==> config.mk <==
export PLATFORM = sky130hd
export DESIGN_NAME = async_req_arbiter_flat
export DESIGN_NICKNAME = d
export VERILOG_FILES = /design/src/rtl/async_req_arbiter_if.sv /design/src/rtl/async_req_arbiter.sv /design/src/flat_wrapper.sv
export SDC_FILE = /design/constraint.sdc
export NUM_CORES = 1
export LEC_CHECK = 0
export CORE_UTILIZATION = 35
export DETAILED_ROUTE_END_ITERATION = 8
export DONT_BUFFER_PORTS = 1
export SLEW_MARGIN = 20
export SYNTH_ARGS = -nofsm -noshare
export SYNTH_HDL_FRONTEND = slang
export SYNTH_SLANG_ARGS = --single-unit
==> constraint.sdc <==
create_clock -name clk -period 2.68 [get_ports clk]
set_input_delay 0.402 -clock clk [delete_from_list [all_inputs] [get_ports clk]]
set_output_delay 0.402 -clock clk [all_outputs]
set_load 0.03 [all_outputs]
==> src/rtl/async_req_arbiter_if.sv <==
// Grant-side bundle between async_req_arbiter and the clk-domain service block.
// The arbiter uses the master view; the consumer (or a bench) uses the slave view.
interface async_req_arbiter_if #(
    parameter int NUM_REQ = 4
);
    localparam int GID_W = $clog2(NUM_REQ);

    logic [NUM_REQ-1:0] async_req;
    logic               grant_valid;
    logic [GID_W-1:0]   grant_id;
    logic               grant_ready;
    logic [NUM_REQ-1:0] pending;
    logic [NUM_REQ-1:0] overflow;

    modport master (
        input  async_req,
        input  grant_ready,
        output grant_valid,
        output grant_id,
        output pending,
        output overflow
    );

    modport slave (
        output async_req,
        output grant_ready,
        input  grant_valid,
        input  grant_id,
        input  pending,
        input  overflow
    );
endinterface

==> src/rtl/async_req_arbiter.sv <==
// Synchronizes NUM_REQ asynchronous request lines, turns each rising edge into a
// pending event and hands events out one at a time with round-robin fairness.
module async_req_arbiter #(
    parameter int NUM_REQ     = 4,
    parameter int SYNC_STAGES = 3
) (
    input logic                 clk,
    input logic                 rst_n,
    async_req_arbiter_if.master bus
);
    localparam int GID_W = $clog2(NUM_REQ);

    if (NUM_REQ < 2 || NUM_REQ > 32) begin : g_bad_num_req
        $error("async_req_arbiter: NUM_REQ must be in 2..32");
    end
    if (SYNC_STAGES < 2 || SYNC_STAGES > 5) begin : g_bad_sync_stages
        $error("async_req_arbiter: SYNC_STAGES must be in 2..5");
    end

    typedef enum logic {
        S_IDLE  = 1'b0,
        S_GRANT = 1'b1
    } state_e;

    // ------------------------------------------------------------------
    // Synchronizer chains and rising-edge detect
    // ------------------------------------------------------------------
    logic [NUM_REQ-1:0] sync_chain_q [SYNC_STAGES];
    logic [NUM_REQ-1:0] sync_prev_q;
    logic [NUM_REQ-1:0] sync_q;
    logic [NUM_REQ-1:0] rise;

    // NOTE: sequential state uses non-blocking assignments so every flop samples
    // pre-edge values; the chain array is reset stage by stage so a level
    // captured before reset can never surface as an event afterwards.
    always_ff @(posedge clk or negedge rst_n) begin
        if (!rst_n) begin
            for (int s = 0; s < SYNC_STAGES; s++) begin
                sync_chain_q[s] <= '0;
            end
            sync_prev_q <= '0;
        end else begin
            sync_chain_q[0] <= bus.async_req;
            for (int s = 1; s < SYNC_STAGES; s++) begin
                sync_chain_q[s] <= sync_chain_q[s-1];
            end
            sync_prev_q <= sync_q;
        end
    end

    assign sync_q = sync_chain_q[SYNC_STAGES-1];
    assign rise   = sync_q & ~sync_prev_q;

    // ------------------------------------------------------------------
    // Pending flags, overflow pulses and grant FSM
    // ------------------------------------------------------------------
    state_e             state_q, state_d;
    logic [GID_W-1:0]   grant_id_q, grant_id_d;
    logic [GID_W-1:0]   last_grant_q, last_grant_d;
    logic [NUM_REQ-1:0] pending_q, pending_d;
    logic [NUM_REQ-1:0] overflow_q, overflow_d;
    logic [NUM_REQ-1:0] clear;
    logic               accept;
    logic               hi_found;
    logic [GID_W-1:0]   hi_id;
    logic [GID_W-1:0]   lo_id;
    logic [GID_W-1:0]   sel_id;

    // Round-robin pick: the lowest pending index above last_grant wins, otherwise
    // the lowest pending index overall (the wrap-around case).
    always_comb begin
        hi_found = 1'b0;
        hi_id    = '0;
        lo_id    = '0;
        for (int i = NUM_REQ - 1; i >= 0; i--) begin
            if (pending_q[i]) begin
                lo_id = GID_W'(i);
                if (i > int'(last_grant_q)) begin
                    hi_found = 1'b1;
                    hi_id    = GID_W'(i);
                end
            end
        end
        sel_id = hi_found ? hi_id : lo_id;
    end

    // NOTE: every variable gets a default before the case so no path leaves it
    // unassigned, which would otherwise infer a latch.
    always_comb begin
        state_d      = state_q;
        grant_id_d   = grant_id_q;
        last_grant_d = last_grant_q;
        accept       = 1'b0;
        case (state_q)
            S_IDLE: begin
                if (|pending_q) begin
                    grant_id_d = sel_id;
                    state_d    = S_GRANT;
                end
            end
            S_GRANT: begin
                if (bus.grant_ready) begin
                    accept       = 1'b1;
                    last_grant_d = grant_id_q;
                    state_d      = S_IDLE;
                end
            end
            default: state_d = S_IDLE;
        endcase
    end

    // A rise coinciding with acceptance re-arms the flag; a rise on a flag that
    // stays set is the only way an event is lost.
    always_comb begin
        clear = '0;
        if (accept) begin
            clear[grant_id_q] = 1'b1;
        end
        pending_d  = (pending_q & ~clear) | rise;
        overflow_d = rise & pending_q & ~clear;
    end

    always_ff @(posedge clk or negedge rst_n) begin
        if (!rst_n) begin
            state_q      <= S_IDLE;
            grant_id_q   <= '0;
            last_grant_q <= GID_W'(NUM_REQ - 1);
            pending_q    <= '0;
            overflow_q   <= '0;
        end else begin
            state_q      <= state_d;
            grant_id_q   <= grant_id_d;
            last_grant_q <= last_grant_d;
            pending_q    <= pending_d;
            overflow_q   <= overflow_d;
        end
    end

    assign bus.grant_valid = (state_q == S_GRANT);
    assign bus.grant_id    = grant_id_q;
    assign bus.pending     = pending_q;
    assign bus.overflow    = overflow_q;

endmodule

==> src/flat_wrapper.sv <==
// flat-port wrapper written by rule: the top's interface ports become plain ports
module async_req_arbiter_flat 
#(
    parameter int NUM_REQ     = 4,
    parameter int SYNC_STAGES = 3
)
  (clk, rst_n, bus_async_req, bus_grant_ready, bus_grant_valid, bus_grant_id, bus_pending, bus_overflow);
  async_req_arbiter_if #(.NUM_REQ(NUM_REQ)) bus_i ();
  input logic clk;
  input logic rst_n;
  input wire logic [$bits(bus_i.async_req)-1:0] bus_async_req;
  input wire logic [$bits(bus_i.grant_ready)-1:0] bus_grant_ready;
  output wire logic [$bits(bus_i.grant_valid)-1:0] bus_grant_valid;
  output wire logic [$bits(bus_i.grant_id)-1:0] bus_grant_id;
  output wire logic [$bits(bus_i.pending)-1:0] bus_pending;
  output wire logic [$bits(bus_i.overflow)-1:0] bus_overflow;
  assign bus_i.async_req = bus_async_req;
  assign bus_i.grant_ready = bus_grant_ready;
  assign bus_grant_valid = bus_i.grant_valid;
  assign bus_grant_id = bus_i.grant_id;
  assign bus_pending = bus_i.pending;
  assign bus_overflow = bus_i.overflow;
  async_req_arbiter #(.NUM_REQ(NUM_REQ), .SYNC_STAGES(SYNC_STAGES)) u_core (.clk(clk), .rst_n(rst_n), .bus(bus_i));
endmodule
Word level (Yosys, flattened, before mapping) --
Cells that the tools add are included.
Cells by class: reduce and logical (&&, ||, !) cells 4, magnitude comparators 5, bitwise logic cells 8, muxes and demuxes 25
Operator list (number):
- $mux W2 | 11
- $and A4 B4 Y4 | 4
- $mux W1 | 11
- $not A4 Y4 | 2
- $gt A2 B2 Y1 const A | 2
- $mux W4 | 1
- $or A4 B4 Y4 | 1
- $reduce_and A2 Y1 | 2
- $reduce_or A4 Y1 | 1
- $lt A2 B3 Y1 const B | 1
- $demux W1 S2 | 1
- $ge A2 B1 Y1 const B | 1
- $gt A1 B2 Y1 const A | 1
- $pmux W1 S2 | 1
- $logic_and A1 B1 Y1 | 1
- $not A1 Y1 | 1
Storage, ports and cells: flip-flop bits (word level) 29, logic and storage cells 51

Logic depth before layout (Yosys ltp) --
word-level depth 8, gate-level depth with buffers 4

Least setup slack after synthesis --
OpenSTA, ideal clock, no wires.
kind reg-to-reg, from reg u_core.state_q, in the netlist u_core.bus.grant_valid, to reg u_core.pending_q[0], in the netlist u_core.bus.pending[0], buffers on the path 1, library setup time 0.134 ns, data arrival time 1.151 ns, stages on the path, launching flop included 5, period minus slack after synthesis 1.286 ns, slack 1.394 ns, cell sequence dfrtp_1 > buf_2 > nand2_1 > o31ai_1 > o21ai_1
Between the ends: cells in the longest elaborated chain, start to end 5
RTL lines:
- start: declaration | line async_req_arbiter.sv:57 | state_e state_q, state_d;
- start signal: assignment | line async_req_arbiter.sv:131 | state_q <= state_d;
- $mux W1 | line async_req_arbiter.sv:94 | case (state_q)
- $mux W4 | line async_req_arbiter.sv:116 | if (accept) begin
- $not A4 Y4 | line async_req_arbiter.sv:119 | pending_d = (pending_q & ~clear) | rise;
- $and A4 B4 Y4 | line async_req_arbiter.sv:119
- $or A4 B4 Y4 | line async_req_arbiter.sv:119
- net u_core.pending_d[0] | line async_req_arbiter.sv:60 | logic [NUM_REQ-1:0] pending_q, pending_d;
- end signal: assignment | line async_req_arbiter.sv:134 | pending_q <= pending_d;
- end: declaration | line async_req_arbiter.sv:60
The timed path passes the listed nets, and every way through them passes these cells. A chain may end at the register's enable or synchronous reset.

Worst setup path after layout --
Same ends and word-level chain as after synthesis.

==> results.md <==
- The layer flagged by global routing as most heavily used is met2.
- The root buffer selected by CTS is sky130_fd_sc_hd__clkbuf_4.
- The cell type with the highest aggregate area in the netlist is sky130_fd_sc_hd__dfrtp_1.
- The share of total power dissipated in the clock network is 0.256.
- After detailed routing, the average wire length per cell comes to 12.58 um.
- Derived from the worst setup path, the maximum achievable clock frequency is 710.0 MHz.
- The cell-internal power is approximately 740 uW.
- The number of resized instances in the post-cts repair step is 0.
- Once placement completed, the tool counted placed cells totaling 98.
- Summing all multi-input logic gate instances after layout gives about 220 um2.
- Routability-driven placement finished with a final weighted congestion of 0.7140.
- The data arrival time of the critical path is ~1.6 ns.
- The maximum number of buffers from clock root to sink is 2.
- The number of enable flip-flop cells after synthesis is 0.
- Summed over all layers, the routed wires come to 1359 um.
- For met3 alone, demand over resource in global routing was 0.08333.
- The antenna diode count is 0.
- The via count of the first global-routing pass is 557.
- Of the synthesized area, sequential elements account for 0.7558.
- After filler insertion, the fill cell instance count of the layout stands at 240.
- The floorplan step defined a die boundary enclosing roughly 3000 um2.
- The met1 global-route usage is 0.1161.
- The worst-case IR drop observed on VDD is roughly 0.60 mV.
- Measured against its own limit, the worst slew margin works out to 0.6725.
- Yosys attributes the largest share of cell area to sky130_fd_sc_hd__dfrtp_1 70%, sky130_fd_sc_hd__dfstp_2 5.5%, sky130_fd_sc_hd__nand2_1 2.7%.
- During synthesis, Yosys emitted a total of 0 warnings.
- The routed via count divided by cell count is 4.981.
- The commonest register cell after synthesis is sky130_fd_sc_hd__dfrtp_1.
- The core region is approximately 2500 um2.
- In this run the post-CTS setup repair buffer count came out at 0.
- The clock slew at the register clock pins of the worst setup and hold paths is 0.09 ns.
- The flow ran to the end, and the final reports show no timing, DRC or antenna violations.
- The number of clock sinks is 29.
- The endpoint identified for the worst register-to-register timing path is u_core.bus.pending[0].
- The total nets after synthesis is 76.
- The kind of critical path is reg2reg.
- The required time of the critical path is around 2.9 ns.
- The number of antenna violations at the first check in global routing is 0.
- After detailed routing, the number of remaining DRC violations is 0.
- For the worst flop-to-flop path, the logic depth is 3.
- The number of iterations in the first detailed-routing pass is 4.
- Of the total power, combinational logic draws 0.128.
- The max capacitance violation total is 0.
- After routing, the total negative slack on setup checks comes to 0 ns.
- The origin of the worst min-delay path is bus_async_req[0].
- The number of cells on the worst hold path is 0.
- Across every metal layer, demand over resource in global routing totals 0.1204.
- The synthesized cell area is between 900 and 1000 um2.
- The count of input and output buffers is 0.
- The register bit count reported by yosys is 29.
- The setup check on the worst reg-to-reg path leaves a slack of 1.27 ns.
- The number of nets with antenna violations after routing is 0.
- In the synthesized netlist, the cells that appear most often are 27 x sky130_fd_sc_hd__dfrtp_1, 7 x sky130_fd_sc_hd__nand2_1, 5 x sky130_fd_sc_hd__nor2_1.
- The largest clock skew in the final design is 0.005938 ns.
- The met2 track demand over resource is 0.1911.
- Setup repair after global routing left no endpoint under its margin.
- The top fanout value on the critical path is 8.
- After the first detailed-routing iteration, the DRC count stood at 5.
- For this design the static power due to leakage is 0.0004980 uW.
- The final hold violation count is 0.
- The number of pins with negative max-slew slack in the final report is 0.
- The path class of the tightest hold or removal check is in2reg.
- Summing over every cut layer, the via total after detailed routing is around 540.
- The row count is 18.
- In this run the power density over the cells is ~1000 nW/um2.
- The count of endpoints failing setup in the final report is 0.
- The first global-routing pass estimated 2256 um of wire.
- The area share of the largest cell type after synthesis is 0.7013.
- Compared with the post-synthesis result, the final layout area differs by 13.77%.
- Subtracting the final worst setup slack from the clock period gives 1.409 ns.
- For this configuration, the core starts out at a cell density of 0.3786.
- The count of cells in the finished layout, fillers not included, comes to 108.
- The worst setup path is launched from a register.
- The pin slew with the least headroom to its limit is about 0.5 ns.
- The clock reaches the later pin of the worst-skew pair after 0.31 ns.
- The combined flip-flop and latch cell area is 728.2 um2.
- The end point of the most critical hold path is u_core.sync_chain_q[8].
- The final critical-path share of the clock period is 0.5256.
- Averaged over all synthesized cells, the footprint is 13.96 um2.
- TritonCTS built the clock tree.
- In this run, CTS created clock tree buffers numbering 5.
- The analysis attributes to net switching a power of 402.8 uW.
- The number of instances in the synthesized netlist is slightly below 70.
- The maximum number of pins on one net before global-route repair is 30.
- The I/O pin total is 18.
- After synthesis, the share of flip-flops with an asynchronous set or reset is 1.000.
- The cell with the most instances after synthesis is sky130_fd_sc_hd__dfrtp_1.
- Global routing finished with a remaining overflow of 0.
- The overall die height is 54.47 um.
- After the last flow step, the layout net total stands at 84.
- The die extent in x is between 50 and 60 um.
- The origin of the critical flop-to-flop path is u_core.bus.grant_valid.
- After clock tree synthesis, the flow added hold-fix buffers numbering 2.
- The sequential cell fraction of total power is 0.616.
- Of the total power, the share spent switching nets is 0.3540.
- The H-tree was split into 2 levels.
- STA classifies the critical path endpoint as a register.
- The distinct cell type count of the synthesized netlist is 20.
- Of the cells placed in the final design, the portion with a size suffix greater than 1 is 0.1667.
- Summed over all nets, the half-perimeter wirelength after detailed placement is 898.7 um.
-- metal layers --
layer	vias up	share of wire
li1	252	-
met1	258	0.40
met2	26	0.48
met3	2	0.10
met4	0	0.011
met5	-	0
-- through the flow --
| step | setup WS (ns) | util | hold WS, ns | instance area [um2] | power (uW) |
|---|---|---|---|---|---|
| finish | 1.271 | 0.4307 | 0.1122 | 1096 | 1138 |
| global route | 1.157 | 0.4307 | 0.06974 | 1096 | 1216 |
| CTS | 1.251 | 0.4307 | 0.08913 | 1096 | 1155 |
| detailed placement | 1.262 | 0.3913 | 0.1071 | 996.0 | 844.8 |
| global placement | 1.327 | 0.3913 | 0.1071 | 996.0 | 835.6 |
| floorplan | 1.394 | - | 0.1064 | 963.4 | 798.8 |
-- final cells by class --
class / count / area share
multi-input combinational: 35 / 0.1963
clock inverter: 1 / 0.004566
timing repair buffer: 2 / 0.02740
tap: 30 / 0.03425
sequential: 29 / 0.6644
clock buffer: 7 / 0.05936
inverter: 4 / 0.01370
-- cell families after synthesis --
logic type	count (synthesis)	share of synthesized area
AO/OA/AOI/OAI	13	0.1039
AND/OR/NAND/NOR	21	0.1091
buffers and inverters	5	0.02077
flip-flops	29	0.7558
multiplexers	1	0.01039
-- flip-flops by register name, summed over array words and instances, names as in the netlist --
register                cells
u_core.last_grant_q         2
u_core.sync_chain_q         8
u_core.sync_q               4
u_core.bus.pending          4
u_core.sync_prev_q          4
u_core.bus.grant_id         2
u_core.bus.overflow         4
u_core.bus.grant_valid      1
-- critical path, stage by stage, from the launching register on --
cell,delay [ns]
sky130_fd_sc_hd__dfrtp_1,0.66
sky130_fd_sc_hd__nand2_1,0.21
sky130_fd_sc_hd__o31ai_1,0.31
sky130_fd_sc_hd__o21ai_1,0.11
-- power groups by stage --
stage | registers (uW) | logic [uW] | clock network (uW)
global route | 715 | 169 | 332
detailed placement | 710 | 134 | 0
CTS | 701 | 149 | 306
global placement | 708 | 128 | 0
finish | 701 | 146 | 291
floorplan | 682 | 116 | 0
-- worst max path at each step --
stage,startpoint,endpoint
2_1_floorplan,u_core.bus.grant_valid,u_core.bus.pending[0]
3_3_place_gp,u_core.bus.grant_valid,u_core.bus.pending[0]
3_5_place_dp,u_core.bus.grant_valid,u_core.bus.pending[0]
4_1_cts,u_core.bus.grant_valid,u_core.bus.pending[0]
5_1_grt,u_core.bus.grant_valid,u_core.bus.pending[1]
6_report,u_core.bus.grant_valid,u_core.bus.pending[0]
-- placed cells by master (no fill, tap or decap), types with 2 or more instances in the layout --
cell type | Yosys | layout
sky130_fd_sc_hd__o21ai_1 | 4 | 4
sky130_fd_sc_hd__dfrtp_1 | 27 | 27
sky130_fd_sc_hd__a21boi_0 | 2 | 2
sky130_fd_sc_hd__dfstp_2 | 2 | 2
sky130_fd_sc_hd__nand2_1 | 7 | 7
sky130_fd_sc_hd__clkbuf_8 | 0 | 2
sky130_fd_sc_hd__nor3_1 | 2 | 2
sky130_fd_sc_hd__clkbuf_4 | 0 | 5
sky130_fd_sc_hd__inv_1 | 4 | 4
sky130_fd_sc_hd__nand2b_1 | 4 | 4
sky130_fd_sc_hd__o31ai_1 | 2 | 2
sky130_fd_sc_hd__nor2_1 | 5 | 5
No activity file was read; power rests on OpenSTA's default activity.
